[config.mk]
export PLATFORM = sky130hd
export DESIGN_NAME = riscv_lsu
export DESIGN_NICKNAME = d
export VERILOG_FILES = /design/src/rtl/riscv_lsu.sv
export SDC_FILE = /design/constraint.sdc
export NUM_CORES = 1
export LEC_CHECK = 0
export BUFFER_PORTS_ARGS = -buffer_cell sky130_fd_sc_hd__buf_2
export CAP_MARGIN = 15
export CORE_MARGIN = 2
export CORE_UTILIZATION = 35
export DETAILED_ROUTE_END_ITERATION = 6
export GPL_ROUTABILITY_DRIVEN = 0
export MAX_ROUTING_LAYER = met4
export PLACE_DENSITY = 0.7
export SLEW_MARGIN = 20
export SYNTH_ARGS = -nofsm -noshare
export SYNTH_HDL_FRONTEND = slang
export SYNTH_SLANG_ARGS = --single-unit
[constraint.sdc]
create_clock -name clk_i -period 2 [get_ports clk_i]
set_clock_uncertainty 0.05 [all_clocks]
set_input_delay 0.5 -clock clk_i [delete_from_list [all_inputs] [get_ports clk_i]]
set_output_delay 0.5 -clock clk_i [all_outputs]
set_load 0.005 [all_outputs]
[src/rtl/riscv_lsu.sv]
// Load/store unit between the execute stage and a variable-latency data memory.
// One access at a time: issue in IDLE, wait for the memory ack in WAIT, and
// give the core a single non-stalled retire cycle in DONE. Misaligned or
// illegal-size requests never reach memory and report a one-cycle error.
//
// Handshake: data_req_o is a one-cycle strobe with data_we_o/data_be_o/
// data_addr_o/data_wdata_o valid alongside it (all zero otherwise); the memory
// completes the access with a single-cycle data_rvalid_i pulse at least one
// cycle later. data_rvalid_i is only honoured in WAIT.
module riscv_lsu #(
  parameter int unsigned TIMEOUT_CYCLES = 16
) (
  input  logic        clk_i,
  input  logic        rst_i,
  input  logic        lsu_req_i,
  input  logic        lsu_we_i,
  input  logic [2:0]  lsu_size_i,
  input  logic [31:0] lsu_addr_i,
  input  logic [31:0] lsu_data_i,
  output logic [31:0] lsu_data_o,
  output logic        lsu_stall_req_o,
  output logic        lsu_err_o,
  output logic        data_req_o,
  output logic        data_we_o,
  output logic [3:0]  data_be_o,
  output logic [31:0] data_addr_o,
  output logic [31:0] data_wdata_o,
  input  logic [31:0] data_rdata_i,
  input  logic        data_rvalid_i,
  output logic [1:0]  dbg_state_o
);

  localparam logic [2:0] SZ_B  = 3'd0;
  localparam logic [2:0] SZ_H  = 3'd1;
  localparam logic [2:0] SZ_W  = 3'd2;
  localparam logic [2:0] SZ_BU = 3'd4;
  localparam logic [2:0] SZ_HU = 3'd5;

  // The WAIT cycle in which the counter holds this value is the last one; the
  // counter would reach TIMEOUT_CYCLES-1 on that edge, so the core sees
  // exactly TIMEOUT_CYCLES stalled cycles before the abort.
  localparam logic [7:0] CNT_LAST = 8'(TIMEOUT_CYCLES - 2);

  typedef enum logic [1:0] {
    ST_IDLE = 2'd0,
    ST_WAIT = 2'd1,
    ST_DONE = 2'd2
  } state_e;

  state_e      state;
  logic [7:0]  cnt;
  logic [1:0]  off_q;
  logic [2:0]  size_q;
  logic        we_q;

  logic        fault;
  logic        issue;
  logic [3:0]  be_fmt;
  logic [31:0] wdata_fmt;
  logic [31:0] lane_b;
  logic [31:0] lane_h;
  logic [31:0] load_ext;

  // Alignment / size legality of the request currently offered by the core.
  always_comb begin
    fault = 1'b0;
    case (lsu_size_i)
      SZ_B, SZ_BU: fault = 1'b0;
      SZ_H, SZ_HU: fault = lsu_addr_i[0];
      SZ_W:        fault = |lsu_addr_i[1:0];
      default:     fault = 1'b1;
    endcase
  end

  assign issue = (state == ST_IDLE) && lsu_req_i && !fault;

  // Byte-enable and lane-replicated store data for the offered request.
  always_comb begin
    be_fmt    = 4'b0000;
    wdata_fmt = 32'h0;
    case (lsu_size_i)
      SZ_B, SZ_BU: begin
        be_fmt    = 4'b0001 << lsu_addr_i[1:0];
        wdata_fmt = {4{lsu_data_i[7:0]}};
      end
      SZ_H, SZ_HU: begin
        be_fmt    = 4'b0011 << {lsu_addr_i[1], 1'b0};
        wdata_fmt = {2{lsu_data_i[15:0]}};
      end
      SZ_W: begin
        be_fmt    = 4'b1111;
        wdata_fmt = lsu_data_i;
      end
      default: begin
        be_fmt    = 4'b0000;
        wdata_fmt = 32'h0;
      end
    endcase
  end

  // Memory-side request: only meaningful (and only non-zero) during the issue cycle.
  always_comb begin
    data_req_o      = issue;
    data_we_o       = issue & lsu_we_i;
    data_be_o       = issue ? be_fmt : 4'b0000;
    data_addr_o     = issue ? {lsu_addr_i[31:2], 2'b00} : 32'h0;
    data_wdata_o    = issue ? wdata_fmt : 32'h0;
    lsu_stall_req_o = issue | (state == ST_WAIT);
  end

  // Select the addressed lane of the returned word and extend it to 32 bits.
  always_comb begin
    lane_b   = data_rdata_i >> {off_q, 3'b000};
    lane_h   = data_rdata_i >> {off_q[1], 4'b0000};
    load_ext = data_rdata_i;
    case (size_q)
      SZ_B:    load_ext = {{24{lane_b[7]}}, lane_b[7:0]};
      SZ_BU:   load_ext = {24'h0, lane_b[7:0]};
      SZ_H:    load_ext = {{16{lane_h[15]}}, lane_h[15:0]};
      SZ_HU:   load_ext = {16'h0, lane_h[15:0]};
      default: load_ext = data_rdata_i;
    endcase
  end

  assign dbg_state_o = state;

  // Access sequencing, timeout counter, latched request fields and registered results.
  always_ff @(posedge clk_i or posedge rst_i) begin
    if (rst_i) begin
      state      <= ST_IDLE;
      cnt        <= 8'd0;
      off_q      <= 2'd0;
      size_q     <= 3'd0;
      we_q       <= 1'b0;
      lsu_data_o <= 32'h0;
      lsu_err_o  <= 1'b0;
    end else begin
      case (state)
        ST_IDLE: begin
          lsu_err_o <= 1'b0;
          if (lsu_req_i) begin
            if (fault) begin
              lsu_err_o <= 1'b1;
              state     <= ST_DONE;
            end else begin
              off_q  <= lsu_addr_i[1:0];
              size_q <= lsu_size_i;
              we_q   <= lsu_we_i;
              cnt    <= 8'd0;
              state  <= ST_WAIT;
            end
          end
        end
        ST_WAIT: begin
          cnt <= cnt + 8'd1;
          if (data_rvalid_i) begin
            if (!we_q) begin
              lsu_data_o <= load_ext;
            end
            state <= ST_DONE;
          end else if (cnt == CNT_LAST) begin
            lsu_data_o <= 32'h0;
            lsu_err_o  <= 1'b1;
            state      <= ST_DONE;
          end
        end
        ST_DONE: begin
          lsu_err_o <= 1'b0;
          state     <= ST_IDLE;
        end
        default: begin
          lsu_err_o <= 1'b0;
          state     <= ST_IDLE;
        end
      endcase
    end
  end

endmodule
==> flow_metrics.env, run 1 <==
export IMPL_status="finished with violations"
export IMPL_failed_checks="negative setup slack"
export IMPL_post_route_util=0.565
export IMPL_grt_max_degree=50
export IMPL_setup_worst_path_class="reg -> out"
export IMPL_worstPathArrival_ps=1630
export IMPL_synth_top_area_cell="dfrtp_1"
export IMPL_ys_flop_type="dfrtp_1"
export IMPL_cp_max_fo=18
export IMPL_cts_hold_buf=0
export IMPL_cts_buffer_depth=2
export IMPL_wirelength_microns=13000
export IMPL_cts_sinks=49
export IMPL_powerDensity_mw_per_mm2=811
export IMPL_ys_types=49
export IMPL_synth_yosys_seq_area_share=0.350
export IMPL_grt_usage=0.222
export IMPL_regArea_sq_mm=0.00123
export IMPL_critPathLaunchType="flop"
export IMPL_core_sq_mm=0.00973
export IMPL_p_switching_mw=1.61
export IMPL_period_minus_slack_ps=2180
export IMPL_antenna_found_initial=0
export IMPL_n_antenna_cell=0
export IMPL_p_clk_frac=0.139
export IMPL_num_rows=36
export IMPL_leakage_nw=2.77
export IMPL_io_buffers=207
export IMPL_hold_viol=0
export IMPL_synthCells=402
export IMPL_placed_cells=748
export IMPL_die_h_microns=104
export IMPL_vdd_drop_max_mv=0.321
export IMPL_vias=4125
export IMPL_max_freq_mhz=458
export IMPL_numCtsBuffers=5
export IMPL_synthTopCellsByCount="dfrtp_1 (49), nor2_1 (47), a21oi_1 (42)"
export IMPL_grt_pass1_wl_microns=19200
export IMPL_ys_ff_latch=49
export IMPL_finalCritPeriodShare=1.09
export IMPL_p_comb_frac=0.492
export IMPL_multi_input_area_sq_mm=0.00222
export IMPL_drtPass1Iterations=4
export IMPL_async_reset_ff_frac=1.00
export IMPL_end_kind="output port"
export IMPL_synth_avg_cell_area_sq_um=8.71
export IMPL_fin_cells=765
export IMPL_initial_core_util=0.360
export IMPL_synth_top_area_share=0.350
export IMPL_wl_per_cell_microns=16.9
export IMPL_final_setup_worst_slack_ps=-185
export IMPL_p_int_mw=2.84
export IMPL_overflow=0
export IMPL_p_sw_frac=0.362
export IMPL_dieWidth_microns=104
export IMPL_final_setup_viol_count=68
export IMPL_syn_to_final_growth_pct=56.9
export IMPL_fillers=893
export IMPL_grt_pass1_vias=3984
export IMPL_synth_most_common_cell="dfrtp_1"
export IMPL_clk_pin_slew_ps=90
export IMPL_hold_ws_ps=160
export IMPL_rsz0062_at_grt="yes"
export IMPL_ys_warn_count=0
export IMPL_hp_class="in -> async"
export IMPL_synth_edf_count=0
export IMPL_power_mw=4.46
export IMPL_drc=0
export IMPL_cts_htree_levels=2
export IMPL_maxCapViolCount=0
export IMPL_cts_root_buf="clkbuf_8"
export IMPL_p_seq_frac=0.369
export IMPL_io_pins=210
export IMPL_dieArea_sq_mm=0.0108
export IMPL_cp_required_ps=1450
export IMPL_fin_nets=737
export IMPL_drtAntennaViolNets=0
export IMPL_hpwl_microns=9570
export IMPL_tritoncts="built"
export IMPL_clk_latency_ps=300
export IMPL_drive_above_1_share=0.521
export IMPL_synth_area_leaders="dfrtp_1 (35%), and2_1 (7.3%), a221o_1 (6.9%)"
export IMPL_maxSlewViolCount=0
export IMPL_syn_area_sq_mm=0.00350
export IMPL_viasPerCell=5.39
export IMPL_first_iter_violations=201
export IMPL_pre_cts_slack_ps=-202
[cells by family after synthesis]
family | Yosys count | synth area share
compound gates | 126 | 0.255
fa+ha+maj | 2 | 0.00715
buf+inv | 50 | 0.0625
flops | 49 | 0.350
mux | 23 | 0.0893
other cells | 1 | 0.00107
simple gates | 151 | 0.235
[power by group through the flow]
stage / Combinational [mW] / Clock [mW] / Sequential [mW]
2_1_floorplan: 1.15 / 0 / 1.64
3_3_place_gp: 2.00 / 0 / 1.64
3_5_place_dp: 2.05 / 0 / 1.67
4_1_cts: 2.08 / 0.650 / 1.65
5_1_grt: 2.39 / 0.679 / 1.71
6_report: 2.19 / 0.620 / 1.65
[registers in the layout (all words and copies together), names as in the netlist]
signal / flops
size_q: 3
we_q: 1
dbg_state_o: 2
lsu_err_o: 1
lsu_data_o: 32
cnt: 8
off_q: 2
[final cells by class]
type	count	share of cell area
well taps	133	0.0303
repair buffers	260	0.316
inverters	11	0.00843
flip-flops and latches	49	0.223
multi-input cells	304	0.404
clock inverters	2	0.00251
clock buffers	6	0.0150
[layer usage]
metal  global-route usage  vias to the layer above  routed length [microns]
met3               0.0288                       17                      876
met1                0.269                     1975                     5040
met5                    -                        -                        0
met2                0.394                      213                     6850
li1                     -                     1920                        -
met4               0.0492                        0                      176
[critical path, cell delays in order, from the launching register on]
cell and delay, ps:
dfrtp_1 400, nor3b_2 290, o21ai_4 130, buf_6 180, a21oi_1 180, buf_2 150
[layout by cell type, fill, tap and decap left out, drive strengths merged, types with 7 or more instances in the layout]
cell,count
a221o,24
nor2,47
and2,41
nor2b,19
a2bb2oi,7
dfrtp,49
clkbuf,9
buf,257
inv,10
nand2,10
mux2i,11
nand3,8
o21ai,17
a21oi,42
[per-stage QoR]
step           cell area (sq um)  setup TNS (ps)
2_1_floorplan               3530            -254
3_3_place_gp                4940           -8370
3_5_place_dp                4940          -10980
4_1_cts                     5110           -8020
5_1_grt                     5490          -14090
6_report                    5490          -10150
[worst paths after layout]
path	from	to	slack [ps]	cells past startpoint
max	dbg_state_o[1]	data_wdata_o[31]	-180	5
min	rst_i	lsu_data_o[31]	160	3
max reg2reg	dbg_state_o[1]	lsu_data_o[12]	140	6
min reg2reg	lsu_data_o[12]	lsu_data_o[12]	450	1
max in group asynchronous	rst_i	lsu_data_o[12]	1480	3
min in group clk_i	data_rdata_i[22]	lsu_data_o[22]	400	2
[repair_timing]
action                                  CTS  global route
endpoints found under the setup margin   69            68
gates resized for setup                  16            65
setup buffers                             1             2
pin swaps                                 7            27
cloned                                    0             6
(Power assumes the default switching activity.)
==> run 2: changes to the inputs <==
--- a/config.mk
+++ b/config.mk
@@ -8,11 +8,10 @@
 export BUFFER_PORTS_ARGS = -buffer_cell sky130_fd_sc_hd__buf_2
 export CAP_MARGIN = 15
 export CORE_MARGIN = 2
-export CORE_UTILIZATION = 35
+export CORE_UTILIZATION = 30
 export DETAILED_ROUTE_END_ITERATION = 6
 export GPL_ROUTABILITY_DRIVEN = 0
 export MAX_ROUTING_LAYER = met4
-export PLACE_DENSITY = 0.7
 export SLEW_MARGIN = 20
 export SYNTH_ARGS = -nofsm -noshare
 export SYNTH_HDL_FRONTEND = slang
==> constraint.sdc (replaced) <==
create_clock -name clk_i -period 2.7 [get_ports clk_i]
set_clock_uncertainty 0.05 [all_clocks]
set_input_delay 0.675 -clock clk_i [delete_from_list [all_inputs] [get_ports clk_i]]
set_output_delay 0.675 -clock clk_i [all_outputs]
set_load 0.005 [all_outputs]
==> run 2 against run 1 <==
Net effect:
- critical path type is now in -> out
- cell area shrank 11%
- sequential cell count is the same
- total power shrank 25%
- clock power grew 12%
- worst setup slack gained 310 ps
- global-route usage shrank 2.3 points
- die area grew 16%
- first-iteration DRC count grew 63%
- the flow now finishes without violations
- highest routed layer unchanged
==> flow_metrics.env, run 2 (same netlist as run 1, synthesis figures left out) <==
export IMPL_initial_core_util=0.307
export IMPL_syn_to_final_growth_pct=40.2
export IMPL_leakage_nw=2.52
export IMPL_cp_required_ps=1980
export IMPL_fin_nets=704
export IMPL_powerDensity_mw_per_mm2=682
export IMPL_vias=3897
export IMPL_cp_top_family="buffers and inverters"
export IMPL_status="finished, final reports clean"
export IMPL_multi_input_area_sq_mm=0.00209
export IMPL_grt_max_degree=40
export IMPL_cpMostUsedCell="buf_2"
export IMPL_n_antenna_cell=0
export IMPL_die_h_microns=112
export IMPL_cts_htree_levels=2
export IMPL_grt_usage=0.199
export IMPL_final_setup_viol_count=0
export IMPL_post_cts_buffers=0
export IMPL_drc=0
export IMPL_rsz0062_at_grt="no"
export IMPL_io_pins=210
export IMPL_drive_above_1_share=0.433
export IMPL_core_sq_mm=0.0114
export IMPL_setup_worst_path_class="in -> out"
export IMPL_hpwl_microns=9940
export IMPL_path_cells="buf_2, nor4_2, o21ai_2, buf_4, a21oi_1, buf_2"
export IMPL_post_route_util=0.430
export IMPL_wl_per_cell_microns=16.9
export IMPL_max_stage_delay_ps=350
export IMPL_cp_max_fo=20
export IMPL_clk_pin_slew_ps=70
export IMPL_cts_buffer_depth=2
export IMPL_finalCritPeriodShare=0.952
export IMPL_cts_sinks=49
export IMPL_hold_viol=0
export IMPL_power_mw=3.35
export IMPL_grt_pass1_vias=3854
export IMPL_num_rows=39
export IMPL_max_freq_mhz=389
export IMPL_drtPass1Iterations=5
export IMPL_maxSlewViolCount=0
export IMPL_fillers=1173
export IMPL_overflow=0
export IMPL_grt_pass1_wl_microns=19600
export IMPL_layout_common_cells="buf_2 (207), dfrtp_1 (49), nor2_1 (47), a21oi_1 (42), and2_1 (41)"
export IMPL_first_iter_violations=328
export IMPL_hp_class="in -> async"
export IMPL_wirelength_microns=12500
export IMPL_cts_root_buf="clkbuf_16"
export IMPL_reg_largest_list="lsu_data_o: 32 flops, cnt: 8 flops, size_q: 3 flops"
export IMPL_vdd_drop_max_mv=0.450
export IMPL_maxCapViolCount=0
export IMPL_antenna_found_initial=0
export IMPL_numCtsBuffers=5
export IMPL_io_buffers=207
export IMPL_cp_slowest_cell="nor4_2"
export IMPL_dieWidth_microns=112
export IMPL_tritoncts="built"
export IMPL_top_register="lsu_data_o"
export IMPL_setup_tns_final_ps=0
export IMPL_dieArea_sq_mm=0.0125
export IMPL_worst_slew_pin_slew_ps=796
export IMPL_period_minus_slack_ps=2570
export IMPL_crit_buf_inv=3
export IMPL_regArea_sq_mm=0.00123
export IMPL_slew_headroom=0.468
export IMPL_drtAntennaViolNets=0
export IMPL_end_kind="output port"
export IMPL_largest_reg_flops=32
export IMPL_clk_latency_ps=290
export IMPL_worstPathArrival_ps=1850
export IMPL_critPathLaunchType="input pin"
export IMPL_layout_commonest_cell="buf_2"
export IMPL_viasPerCell=5.26
[run 2: layout make-up]
type / instances / area share
inverters: 11 / 0.00841
repair buffers: 227 / 0.247
multi-input cells: 304 / 0.425
clock buffers: 5 / 0.0255
clock inverters: 2 / 0.00714
flip-flops and latches: 49 / 0.250
well taps: 143 / 0.0364
[run 2: through the flow]
step	setup slack, ps	hold WS (ps)	instance area [sq um]	std cells
2_1_floorplan	180	429	3500	403
3_3_place_gp	-60.6	424	4720	734
3_5_place_dp	-49.8	426	4720	734
4_1_cts	18.2	389	4890	741
5_1_grt	15.1	420	4910	741
6_report	129	377	4910	741
[run 2: power breakdown]
group          switching [mW]  internal (mW)
Clock                   0.266          0.430
Sequential              0.257           1.02
Combinational           0.643          0.731
[run 2: layer usage]
layer | global-route usage | up-vias | part of all wire
met2 | 0.343 | 197 | 0.50
met1 | 0.241 | 1829 | 0.41
met4 | 0.0561 | 0 | 0.021
met5 | - | - | 0
li1 | - | 1853 | -
met3 | 0.0329 | 18 | 0.067
[run 2: worst register-to-register path, stage by stage (launching register included)]
cell and delay, ps:
dfrtp_1 450, nand4bb_1 260, or3_1 390, a211oi_4 590
a221o_1 220
[run 2: path summary, 6_finish.rpt]
kind | depth (start not counted) | slack [ps] | endpoint | startpoint
worst min-delay path | 2 | 380 | lsu_data_o[16] | rst_i
min in group clk_i | 1 | 440 | lsu_data_o[6] | lsu_data_o[6]
worst max-delay path | 6 | 130 | data_wdata_o[31] | lsu_size_i[2]
worst max register to register | 4 | 670 | lsu_data_o[20] | dbg_state_o[1]
worst min register to register | 1 | 440 | lsu_data_o[6] | lsu_data_o[6]
max in group asynchronous | 3 | 1680 | lsu_data_o[12] | rst_i
[run 2: timing repair]
item                                    CTS  global route
gates cloned                              0             0
endpoints found under the setup margin    2             3
hold buffers                              0             0
gates resized for setup                   2             4
